==> src/rtl/tsf_access_seq.sv <==
// Access sequencer for tri-state decoders on a shared S1/S2 bus: setup, access, turnaround.
// Optional eight-code sweep is built when TSF_SEQ_SWEEP_EN is defined.
//
// state  | meaning
// IDLE   | waiting for start, all nCS high
// SETUP  | code driven, all nCS high
// ACCESS | nCS[dev] low, bus sampled on final edge
// TURN   | all nCS high, bus turnaround before done
module tsf_access_seq #(
  parameter int NDEV      = 2,
  parameter int SETUP_CYC = 1,
  parameter int ACC_CYC   = 2,
  parameter int TURN_CYC  = 1
) (
  input  logic            clk,
  input  logic            reset,
  input  logic            start,
`ifdef TSF_SEQ_SWEEP_EN
  input  logic            sweep,
  output logic [15:0]     sweep_res,
`endif
  input  logic [2:0]      code,
  input  logic [2:0]      dev,
  input  logic            S1,
  input  logic            S2,
  output logic            Ec,
  output logic            Eb,
  output logic            Ea,
  output logic [NDEV-1:0] nCS,
  output logic            busy,
  output logic            done,
  output logic [1:0]      result,
  output logic            err
);

  typedef enum logic [1:0] {IDLE, SETUP, ACCESS, TURN} stateT;

  localparam logic [7:0]      SETUP_LD = 8'(SETUP_CYC - 1);
  localparam logic [7:0]      ACC_LD   = 8'(ACC_CYC - 1);
  localparam logic [7:0]      TURN_LD  = (TURN_CYC > 0) ? 8'(TURN_CYC - 1) : 8'd0;
  localparam logic [3:0]      NDEV_W   = 4'(NDEV);
  localparam logic [NDEV-1:0] SEL_ONE  = NDEV'(1);

  stateT      state;
  logic [7:0] phaseCnt;
  logic [2:0] devReg;
  logic       phaseEnd;
  logic       txnEnd;
`ifdef TSF_SEQ_SWEEP_EN
  logic       sweepMode;
  logic [2:0] sweepIdx;
`endif

  assign phaseEnd = (phaseCnt == 8'd0);
  // A transaction ends either at the end of TURN or, with no turnaround, at the end of ACCESS.
  assign txnEnd = phaseEnd && ((state == TURN) || ((state == ACCESS) && (TURN_CYC == 0)));

  always_ff @(posedge clk or posedge reset) begin
    if (reset) begin
      state        <= IDLE;
      phaseCnt     <= 8'd0;
      devReg       <= 3'd0;
      {Ec, Eb, Ea} <= 3'b000;
      nCS          <= '1;
      busy         <= 1'b0;
      done         <= 1'b0;
      err          <= 1'b0;
      result       <= 2'b00;
`ifdef TSF_SEQ_SWEEP_EN
      sweepMode    <= 1'b0;
      sweepIdx     <= 3'd0;
      sweep_res    <= 16'h0000;
`endif
    end else begin
      done <= 1'b0;
      err  <= 1'b0;
      case (state)
        IDLE: begin
          if (start) begin
            if ({1'b0, dev} < NDEV_W) begin
`ifdef TSF_SEQ_SWEEP_EN
              {Ec, Eb, Ea} <= sweep ? 3'b000 : code;
              sweepMode    <= sweep;
              sweepIdx     <= 3'd0;
`else
              {Ec, Eb, Ea} <= code;
`endif
              devReg   <= dev;
              busy     <= 1'b1;
              state    <= SETUP;
              phaseCnt <= SETUP_LD;
            end else begin
              err <= 1'b1;
            end
          end
        end
        SETUP: begin
          if (phaseEnd) begin
            nCS      <= ~(SEL_ONE << devReg);
            state    <= ACCESS;
            phaseCnt <= ACC_LD;
          end else begin
            phaseCnt <= phaseCnt - 8'd1;
          end
        end
        ACCESS: begin
          if (phaseEnd) begin
            result   <= {S1, S2};
            nCS      <= '1;
            state    <= TURN;
            phaseCnt <= TURN_LD;
`ifdef TSF_SEQ_SWEEP_EN
            if (sweepMode) sweep_res[{sweepIdx, 1'b0} +: 2] <= {S1, S2};
`endif
          end else begin
            phaseCnt <= phaseCnt - 8'd1;
          end
        end
        TURN: begin
          if (!phaseEnd) phaseCnt <= phaseCnt - 8'd1;
        end
        default: state <= IDLE;
      endcase

      // Later assignments here override the per-state next-state choice.
      if (txnEnd) begin
`ifdef TSF_SEQ_SWEEP_EN
        if (sweepMode && (sweepIdx != 3'd7)) begin
          sweepIdx     <= sweepIdx + 3'd1;
          {Ec, Eb, Ea} <= sweepIdx + 3'd1;
          state        <= SETUP;
          phaseCnt     <= SETUP_LD;
        end else
`endif
        begin
          done     <= 1'b1;
          busy     <= 1'b0;
          state    <= IDLE;
          phaseCnt <= 8'd0;
        end
      end
    end
  end

endmodule

==> config.mk <==
export PLATFORM = sky130hd
export DESIGN_NAME = tsf_access_seq
export DESIGN_NICKNAME = d
export VERILOG_FILES = /design/src/rtl/tsf_access_seq.sv
export SDC_FILE = /design/constraint.sdc
export NUM_CORES = 1
export LEC_CHECK = 0
export CORE_UTILIZATION = 40
export CTS_BUF_LIST = sky130_fd_sc_hd__clkbuf_4
export DETAILED_ROUTE_END_ITERATION = 6
export PLACE_DENSITY = 0.65
export SYNTH_ARGS = -nofsm -noshare
export SYNTH_HDL_FRONTEND = slang
export SYNTH_SLANG_ARGS = --single-unit
==> constraint.sdc <==
create_clock -name clk -period 3.9 [get_ports clk]
set_input_delay 1.17 -clock clk [delete_from_list [all_inputs] [get_ports clk]]
set_output_delay 1.17 -clock clk [all_outputs]
set_load 0.01 [all_outputs]
=== Word-level counts from Yosys, hierarchy flattened ===
Cells that the tools add are included.

* Register bits after elaboration: 23
* Latch bits: 0
* Bits in writable memories: 0
* Memory bits (read-only): 0
* Input bits: 11
* Output and inout bits: 10
* Memories: 0

* Add/subtract/negate cells: 1
* Multiply operators: 0
* Divide/modulo/power cells: 0
* $lt $le $gt $ge: 1
* Eq/ne operators: 10
* Shift-type cells: 1
* Muxes and demuxes: 23
* Bitwise operators: 1
* Reductions and logical operators: 14

{| class="wikitable"
|+ Operators with widths
! kind !! count
|-
| two-way mux 8 bit || 6
|-
| one-hot mux 8 bit (4 select lines) || 1
|-
| != test 3 bit, second input constant || 5
|-
| two-way mux 2 bit || 6
|-
| AND reduction 3 bit || 4
|-
| logical NOT 8 bit || 1
|-
| two-way mux 1 bit || 8
|-
| nonzero test 2 bit || 4
|-
| subtractor 8 x 1 -> 8 bit, second input constant || 1
|-
| one-hot mux 2 bit (3 select lines) || 1
|-
| AND reduction 5 bit || 1
|-
| == test 2 bit, second input constant || 2
|-
| != test 2 bit, second input constant || 2
|-
| one-hot mux 2 bit (2 select lines) || 1
|-
| nonzero test 4 bit || 1
|-
| less-than comparator 3 x 2 -> 1 bit, second input constant || 1
|-
| << shifter 1 x 3 -> 2 bit, first input constant || 1
|-
| == test 2 x 1 -> 1 bit, second input constant || 1
|-
| logical NOT 2 bit || 1
|-
| NOT 2 bit || 1
|-
| AND reduction 2 bit || 1
|-
| logical AND 1 bit || 1
|}

=== Longest topological paths before layout ===
Gate-level depths: netlist (run 1).

* Word-level depth: 5
* Mapped depth: 8
* Depth with buffers taken out: 6

=== Least setup slack after synthesis (run 1) ===
OpenSTA, ideal clock, no wires.

* Kind: input to register
* From: input dev[1]
* To: register state[1]
* Library setup time: 0.125 ns
* Data arrival time: 2.091 ns
* Setup slack: 1.684 ns
* Stages: 5
* Path buffers: 1
* Cell sequence: and4bb_2 buf_2 nand2_1 o21ai_1 mux2_4

* Cells in the longest elaborated chain, start to end: 3

{| class="wikitable"
|+ Ends and longest elaborated chain
! item !! line !! source
|-
| start, declared || 23 || <nowiki>input logic [2:0] dev,</nowiki>
|-
| less-than comparator 3 x 2 -> 1 bit || 80 || <nowiki>if ({1'b0, dev} < NDEV_W) begin</nowiki>
|-
| != test 3 bit (no source line) || n/a ||
|-
| AND reduction 5 bit (no source line) || n/a ||
|-
| end signal, assigned || 90 || <nowiki>state <= SETUP;</nowiki>
|-
| end signal, assigned || 100 || <nowiki>state <= ACCESS;</nowiki>
|-
| end signal, assigned || 110 || <nowiki>state <= TURN;</nowiki>
|-
| end, declared || 44 || <nowiki>stateT state;</nowiki>
|}

No other way between the ends.
A chain may end at the register's enable or synchronous reset.

=== Worst setup path after layout (run 1) ===
* From: register nCS[1]
* To: output nCS[1]

{| class="wikitable"
|+ RTL lines
! item !! line !! source
|-
| start, declared || 29 || <nowiki>output logic [NDEV-1:0] nCS,</nowiki>
|-
| start signal, assigned || 99 || <nowiki>nCS <= ~(SEL_ONE << devReg);</nowiki>
|}

No word-level cell between the ends.

==> results of run 1 <==
## cells in the final DEF, fill, tap and decap left out, types with 4 or more instances in the layout
cell,n
clkdlybuf4s50_1,20
nor2_1,10
dfrtp_1,21
nor3_1,4
a31oi_1,7
inv_1,7
ha_1,7
a21oi_1,4
nand2_1,9
## state kept, by name (all words and copies together) (netlist names)
| register | count |
|---|---|
| done | 1 |
| devReg | 3 |
| state | 2 |
| result | 2 |
| Ea | 1 |
| phaseCnt | 8 |
| busy | 1 |
| Eb | 1 |
| err | 1 |
| nCS | 2 |
| Ec | 1 |
## cell usage after synthesis
cell type / n
nand3_1: 2
o31ai_1: 1
buf_6: 2
and2_2: 1
dfrtp_1: 21
o22ai_1: 1
and3_1: 1
dfstp_2: 2
o21ai_1: 1
xor2_1: 1
and4bb_2: 1
o32ai_2: 1
a211oi_1: 1
o21ba_2: 1
a31oi_1: 7
o21ai_0: 2
a41oi_1: 3
nor2b_1: 3
ha_1: 7
nor2_1: 10
mux2i_1: 2
or2_1: 1
nor3_1: 4
or3b_2: 1
a311oi_2: 1
o2bb2ai_1: 1
mux2_4: 3
buf_2: 3
nand2_1: 9
a311oi_1: 1
a21o_2: 1
nand2_4: 1
mux2_2: 3
nand2b_1: 2
inv_1: 7
a21oi_1: 4
nor4_4: 1
## path summary, 6_finish.rpt
path                            from           to
max in group asynchronous      reset         done
min in group asynchronous      reset  phaseCnt[1]
setup / recovery              nCS[1]       nCS[1]
hold / removal             devReg[0]       nCS[1]
setup reg to reg            state[0]     state[1]
hold reg to reg            devReg[0]       nCS[1]
## area by class of cell
type,count,area share
Clock buffer,3,0.01528
Sequential cell,23,0.3922
Inverter,7,0.01783
Multi-Input combinational cell,79,0.4041
Tap cell,31,0.02632
Clock inverter,1,0.003396
Timing Repair Buffer,21,0.1409
## routing by layer
| metal | wire (um) | global-route usage | share of wire | up-vias |
|---|---|---|---|---|
| li1 | - | - | - | 447 |
| met1 | 1176 | 0.2080 | 0.49 | 423 |
| met2 | 1137 | 0.2608 | 0.48 | 13 |
| met3 | 57 | 0.02902 | 0.024 | 2 |
| met4 | 19 | 0.04181 | 0.0079 | 0 |
| met5 | 0 | 0 | 0 | - |
## stage by stage
stage,power (mW),setup WS (ps),instance area (um2)
3_5_place_dp,0.2665,1135,1446
3_3_place_gp,0.2660,1178,1446
4_1_cts,0.3784,1335,1474
5_1_grt,0.3912,1287,1474
2_1_floorplan,0.2515,1684,1237
6_report,0.3749,1347,1474
## kinds of logic (layout without fill, tap and decap cells)
family	after synthesis	in the layout
compound gates	26	26
simple gates	37	37
mux	8	8
buf+inv	12	32
fa+ha+maj	7	7
xor+xnor	1	1
flops	23	23
## power by group
group	leakage, nW	switching, mW	total, mW	internal [mW]
Combinational	0.386	0.00867	0.0213	0.0127
Sequential	0.274	0.000602	0.240	0.240
Clock	0.0177	0.0750	0.113	0.0383
Total	0.678	0.0843	0.375	0.291
==> summary.md, run 1 <==
| Metric | Value |
|---|---|
| Status | `complete, but fails checks` |
| Violated checks | `DRC` |
| Hold-fix buffers at CTS | `0` |
| Post-CTS Setup Bufs | `0` |
| Antenna cell count | `0` |
| Fin crit share | `0.6546` |
| Register-to-register setup slack | `1890 ps` |
| Post-synthesis xor/xnor area fraction | `0.007078` |
| Ranking of synthesized cells by area | `dfrtp_1, ha_1, dfstp_2` |
| Slew HR | `0.4126` |
| Area of the die | `3320 um2` |
| GR Overflow Total | `0` |
| Cell depth of the worst flop-to-flop path | `6` |
| Post-CTS sizing | `0` |
| Synth Area in Compound Gates | `0.1567` |
| Worst Hold Depth | `1` |
| Finished Layout Cells | `165` |
| Top cell type's share of synthesized area | `0.4247` |
| Worst EP arrival | `1380 ps` |
| Setup TNS Final | `0 ps` |
| ANT nets after route | `0` |
| # IOs | `21` |
| #FFs+latches synth | `23` |
| Tightest Pin Transition | `880.2 ps` |
| Port Buffers | `20` |
| Max IR drop VDD | `92.12 uV` |
| Longest Clk Path Bufs | `2` |
| Synth area leader | `dfrtp_1` |
| Post-Syn Nets | `132` |
| Share of cells above drive strength 1 | `0.1642` |
| Final hold viol count | `0` |
| Worst path required time | `2730 ps` |
| Fmax | `0.3917 GHz` |
| Nets | `153` |
| Min cycle time layout | `2553 ps` |
| RSZ-0062 raised after global routing | `no` |
| Post-synthesis cell area | `1237 um2` |
| Max H-tree Level | `1` |
| Register area | `578.1 um2` |
| Synth-to-layout area growth | `19.11%` |
| Crit. path cell count | `1` |
| Pwr dens | `254.4 nW/um2` |
| CP Max Fanout | `2` |
| Post-Synth Simple-Gate Area | `0.1668` |
| Max-cap violation count | `0` |
| Initial antenna violation count | `0` |
| Max stage delay on crit path | `550 ps` |
| Core area | `2853 um2` |
| CTS root buffer | `clkbuf_4` |
| Multi-input gate area | `595.6 um2` |
| Main combinational cell family by area after synthesis | `simple AND/OR/NAND/NOR gates` |
| Routed WL | `2.390 mm` |
| CTS clk-pin slew, worst paths | `130 ps` |
| Share of the yosys chip area belonging to registers | `0.4671` |
| Syn Area/Cell | `10.85 um2` |
| GRT Total Usage | `0.1560` |
| Crit path kind | `reg2out` |
| Leakage Power | `0.6782 nW` |
| Worst path cell trace | `clkdlybuf4s50_1` |
| Initial Util | `0.4338` |
| Clk_lat worst skew | `310 ps` |
| DR pass1 iterations | `7` |
| Placed Instances | `161` |
| Synthesis Warnings | `0` |
| Worst hold path class | `reg2reg` |
| Filler cells | `266` |
| CP Buf/Inv Count | `1` |
| Post-synthesis cell type count | `37` |
| Vias/cell | `5.364` |
| Fin. max-slew vios | `0` |
| DR vias | `885` |
| Die Wd | `57.62 um` |
| Number of global-route vias before repair | `864` |
| Mux contribution to synthesized area | `0.07988` |
| Final hold slack | `478.9 ps` |
| Rows | `19` |
| CP delay by family, top | `flip-flops` |
| Largest net degree at the start of global routing | `24` |
| First-pass GRT wire length | `3.974 mm` |
| Synthesized instance count | `114` |
| Post-Synth Adder-Cell Area | `0.07078` |
| # clock sinks | `23` |
| Drt initial violations | `19` |
| Die Y-Extent | `57.62 um` |
| Post-layout util | `0.5167` |
| Dpl hpwl | `1.733 mm` |
| CTS tree | `yes` |
| Routability Congestion | `0.7487` |
| CP endpoint kind | `output pin` |
| Max Clock Skew | `3.286 ps` |
| CP startpoint kind | `flip-flop` |
| Num CTS Buffers | `3` |
| WL/cell | `14.48 um` |
| Setup violations, final | `0` |
| Drt drc | `3` |
| Slowest library cell on the worst path | `dfstp_2` |
No activity file was read; power rests on OpenSTA's default activity.
==> run 2, diff against run 1 <==
- PLACE_DENSITY: 0.65 -> 0.67
- clock period: 3.9 -> 2.2 ns (I/O delays scaled with it)
==> summary.md, run 2 (synthesis gave the netlist of run 1 again) <==
| Metric | Value |
|---|---|
| Status | `complete, but fails checks` |
| Violated checks | `DRC` |
| Fmax | `0.4888 GHz` |
| Final hold viol count | `0 (unchanged)` |
| Slew HR | `0.7455 (+0.3330)` |
| Worst Hold Depth | `1 (unchanged)` |
| Vias/cell | `5.521 (+2.9%)` |
| Drt initial violations | `27 (+8)` |
| Post-CTS sizing | `0 (unchanged)` |
| Number of global-route vias before repair | `944 (+9.3%)` |
| Max Clock Skew | `2.537 ps (-0.7493 ps)` |
| Max stage delay on crit path | `550 ps (about the same)` |
| Most frequent cells in the layout | `dfrtp_1, clkdlybuf4s50_1, nor2_1, nand2_1` |
| Biggest register | `phaseCnt` |
| Drt drc | `1 (-2)` |
| Slowest library cell on the worst path | `dfstp_2` |
| Fin. max-slew vios | `0 (unchanged)` |
| CP Max Fanout | `2 (unchanged)` |
| RSZ-0062 raised after global routing | `no` |
| Nets | `157 (+2.6%)` |
| Multi-input gate area | `595.6 um2 (unchanged)` |
| Crit path kind | `reg2out` |
| Worst EP arrival | `1390 ps (about the same)` |
| Most common cell after layout, fill and taps aside | `dfrtp_1` |
| Routed WL | `2.364 mm (-1.1%)` |
| Core area | `2853 um2 (unchanged)` |
| Max-cap violation count | `0 (unchanged)` |
| CTS clk-pin slew, worst paths | `120 ps (about the same)` |
| Die Wd | `57.62 um (unchanged)` |
| Filler cells | `270 (+1.5%)` |
| GRT Total Usage | `0.1664 (+0.01039)` |
| Setup TNS Final | `0 ps (unchanged)` |
| Initial antenna violation count | `0 (unchanged)` |
| CTS tree | `yes` |
| CP Buf/Inv Count | `1 (unchanged)` |
| Sw Pwr | `0.1411 mW (+67%)` |
| First-pass GRT wire length | `4.264 mm (+7.3%)` |
| Die Y-Extent | `57.62 um (unchanged)` |
| Routability Congestion | `0.7385 (-1.4%)` |
| Register area | `578.1 um2 (unchanged)` |
| Cell depth of the worst flop-to-flop path | `6 (unchanged)` |
| CP delay by family, top | `flip-flops` |
| Largest net degree at the start of global routing | `24 (unchanged)` |
| Worst path cell trace | `clkdlybuf4s50_1` |
| Hold_sp | `devReg[0]` |
| Initial Util | `0.4338 (unchanged)` |
| Worst path required time | `1540 ps (-1190 ps)` |
| Min-Delay Endpoint | `nCS[1]` |
| CP startpoint kind | `flip-flop` |
| Port Buffers | `20 (unchanged)` |
| Dpl hpwl | `1.788 mm (+3.1%)` |
| Fin crit share | `0.9299` |
| Area of the die | `3320 um2 (unchanged)` |
| Synth-to-layout area growth | `21.54%` |
| Rows | `19 (unchanged)` |
| Share of cells above drive strength 1 | `0.1884 (+0.02423)` |
| Post-CTS Setup Bufs | `0 (unchanged)` |
| # IOs | `21 (unchanged)` |
| Leakage Power | `0.6987 nW (+3.0%)` |
| GR Overflow Total | `0 (unchanged)` |
| # clock sinks | `23 (unchanged)` |
| Pwr dens | `437.8 nW/um2 (+72%)` |
| Capturing point of the worst reg2reg path | `state[1]` |
| CP endpoint kind | `output pin` |
| Longest Clk Path Bufs | `2 (unchanged)` |
| Register-to-register setup slack | `250 ps (-1640 ps)` |
| Total Power | `0.6584 mW (+76%)` |
| Critical path launch point | `nCS[0]` |
| DR pass1 iterations | `6 (-1)` |
| Sw Ratio | `0.2143 (-0.01055)` |
| Critical R2R Launch | `state[0]` |
| CTS root buffer | `clkbuf_4` |
| Clk pwr share | `0.292 (-0.010)` |
| WL/cell | `13.99 um (-3.4%)` |
| DR vias | `933 (+5.4%)` |
| Tightest Pin Transition | `381.7 ps (-498.5 ps)` |
| Num CTS Buffers | `3 (unchanged)` |
| Max reg flops | `8 (unchanged)` |
| Antenna cell count | `0 (unchanged)` |
| Flop pwr share | `0.646 (+0.005)` |
| Top Registers | `phaseCnt (8), devReg (3)` |
| Max H-tree Level | `1 (unchanged)` |
| ANT nets after route | `0 (unchanged)` |
| Min cycle time layout | `2046 ps` |
| Clk_lat worst skew | `300 ps (about the same)` |
| Internal Pwr Total | `0.5173 mW (+78%)` |
| Setup violations, final | `0 (unchanged)` |
| Hold-fix buffers at CTS | `0 (unchanged)` |
| Worst hold path class | `reg2reg` |
| Comb power frac | `0.062 (+0.005)` |
| Max IR drop VDD | `230.7 uV (+150%)` |
==> run 2: changes by cell type in the layout (fill, tap and decap cells not counted) <==
cell / change
buf_4: +4
==> run 2: how the worst max path moves through the flow <==
| stage | end | depth (start not counted) |
|---|---|---|
| global route | nCS[0] | 1 |
| detailed placement | state[0] | 4 |
| floorplan | state[1] | 7 |
| global placement | state[0] | 4 |
| finish | nCS[0] | 1 |
| CTS | nCS[0] | 1 |
==> run 2: area by class of cell <==
cell class	count	area share
multi-input combinational	79	0.3960
sequential	23	0.3844
timing repair buffer	25	0.1581
tap	31	0.02579
inverter	7	0.01747
clock buffer	3	0.01498
clock inverter	1	0.003328
==> run 2: stage by stage <==
step / instances / hold WS, ps / worst slack (ps) / cell area, um2 / util
5_1_grt: 169 / 498.6 / 104.4 / 1504 / 0.5272
6_report: 169 / 457.4 / 154.3 / 1504 / 0.5272
3_5_place_dp: 165 / 448.1 / 21.23 / 1476 / 0.5175
2_1_floorplan: 114 / 413.8 / 344.7 / 1237 / -
3_3_place_gp: 165 / 438.6 / 25.65 / 1476 / 0.5175
4_1_cts: 169 / 465.8 / 144.4 / 1504 / 0.5272
==> run 2: metal layers <==
| layer | track usage | wire length [um] | up-vias | share of wire |
|---|---|---|---|---|
| met5 | 0 | 0 | - | 0 |
| met4 | 0.05575 | 15 | 0 | 0.0063 |
| met3 | 0.02902 | 92 | 2 | 0.039 |
| met2 | 0.2724 | 1134 | 16 | 0.48 |
| met1 | 0.2238 | 1121 | 464 | 0.47 |
| li1 | - | - | 451 | - |
==> run 2: power by group through the flow <==
stage                     Clock [mW]  Combinational [mW]  Sequential [mW]
after global placement             0              0.0405            0.434
after CTS                      0.201              0.0415            0.426
final                          0.192              0.0406            0.426
after detailed placement           0              0.0411            0.434
after floorplan                    0              0.0114            0.435
after global routing           0.223              0.0441            0.426
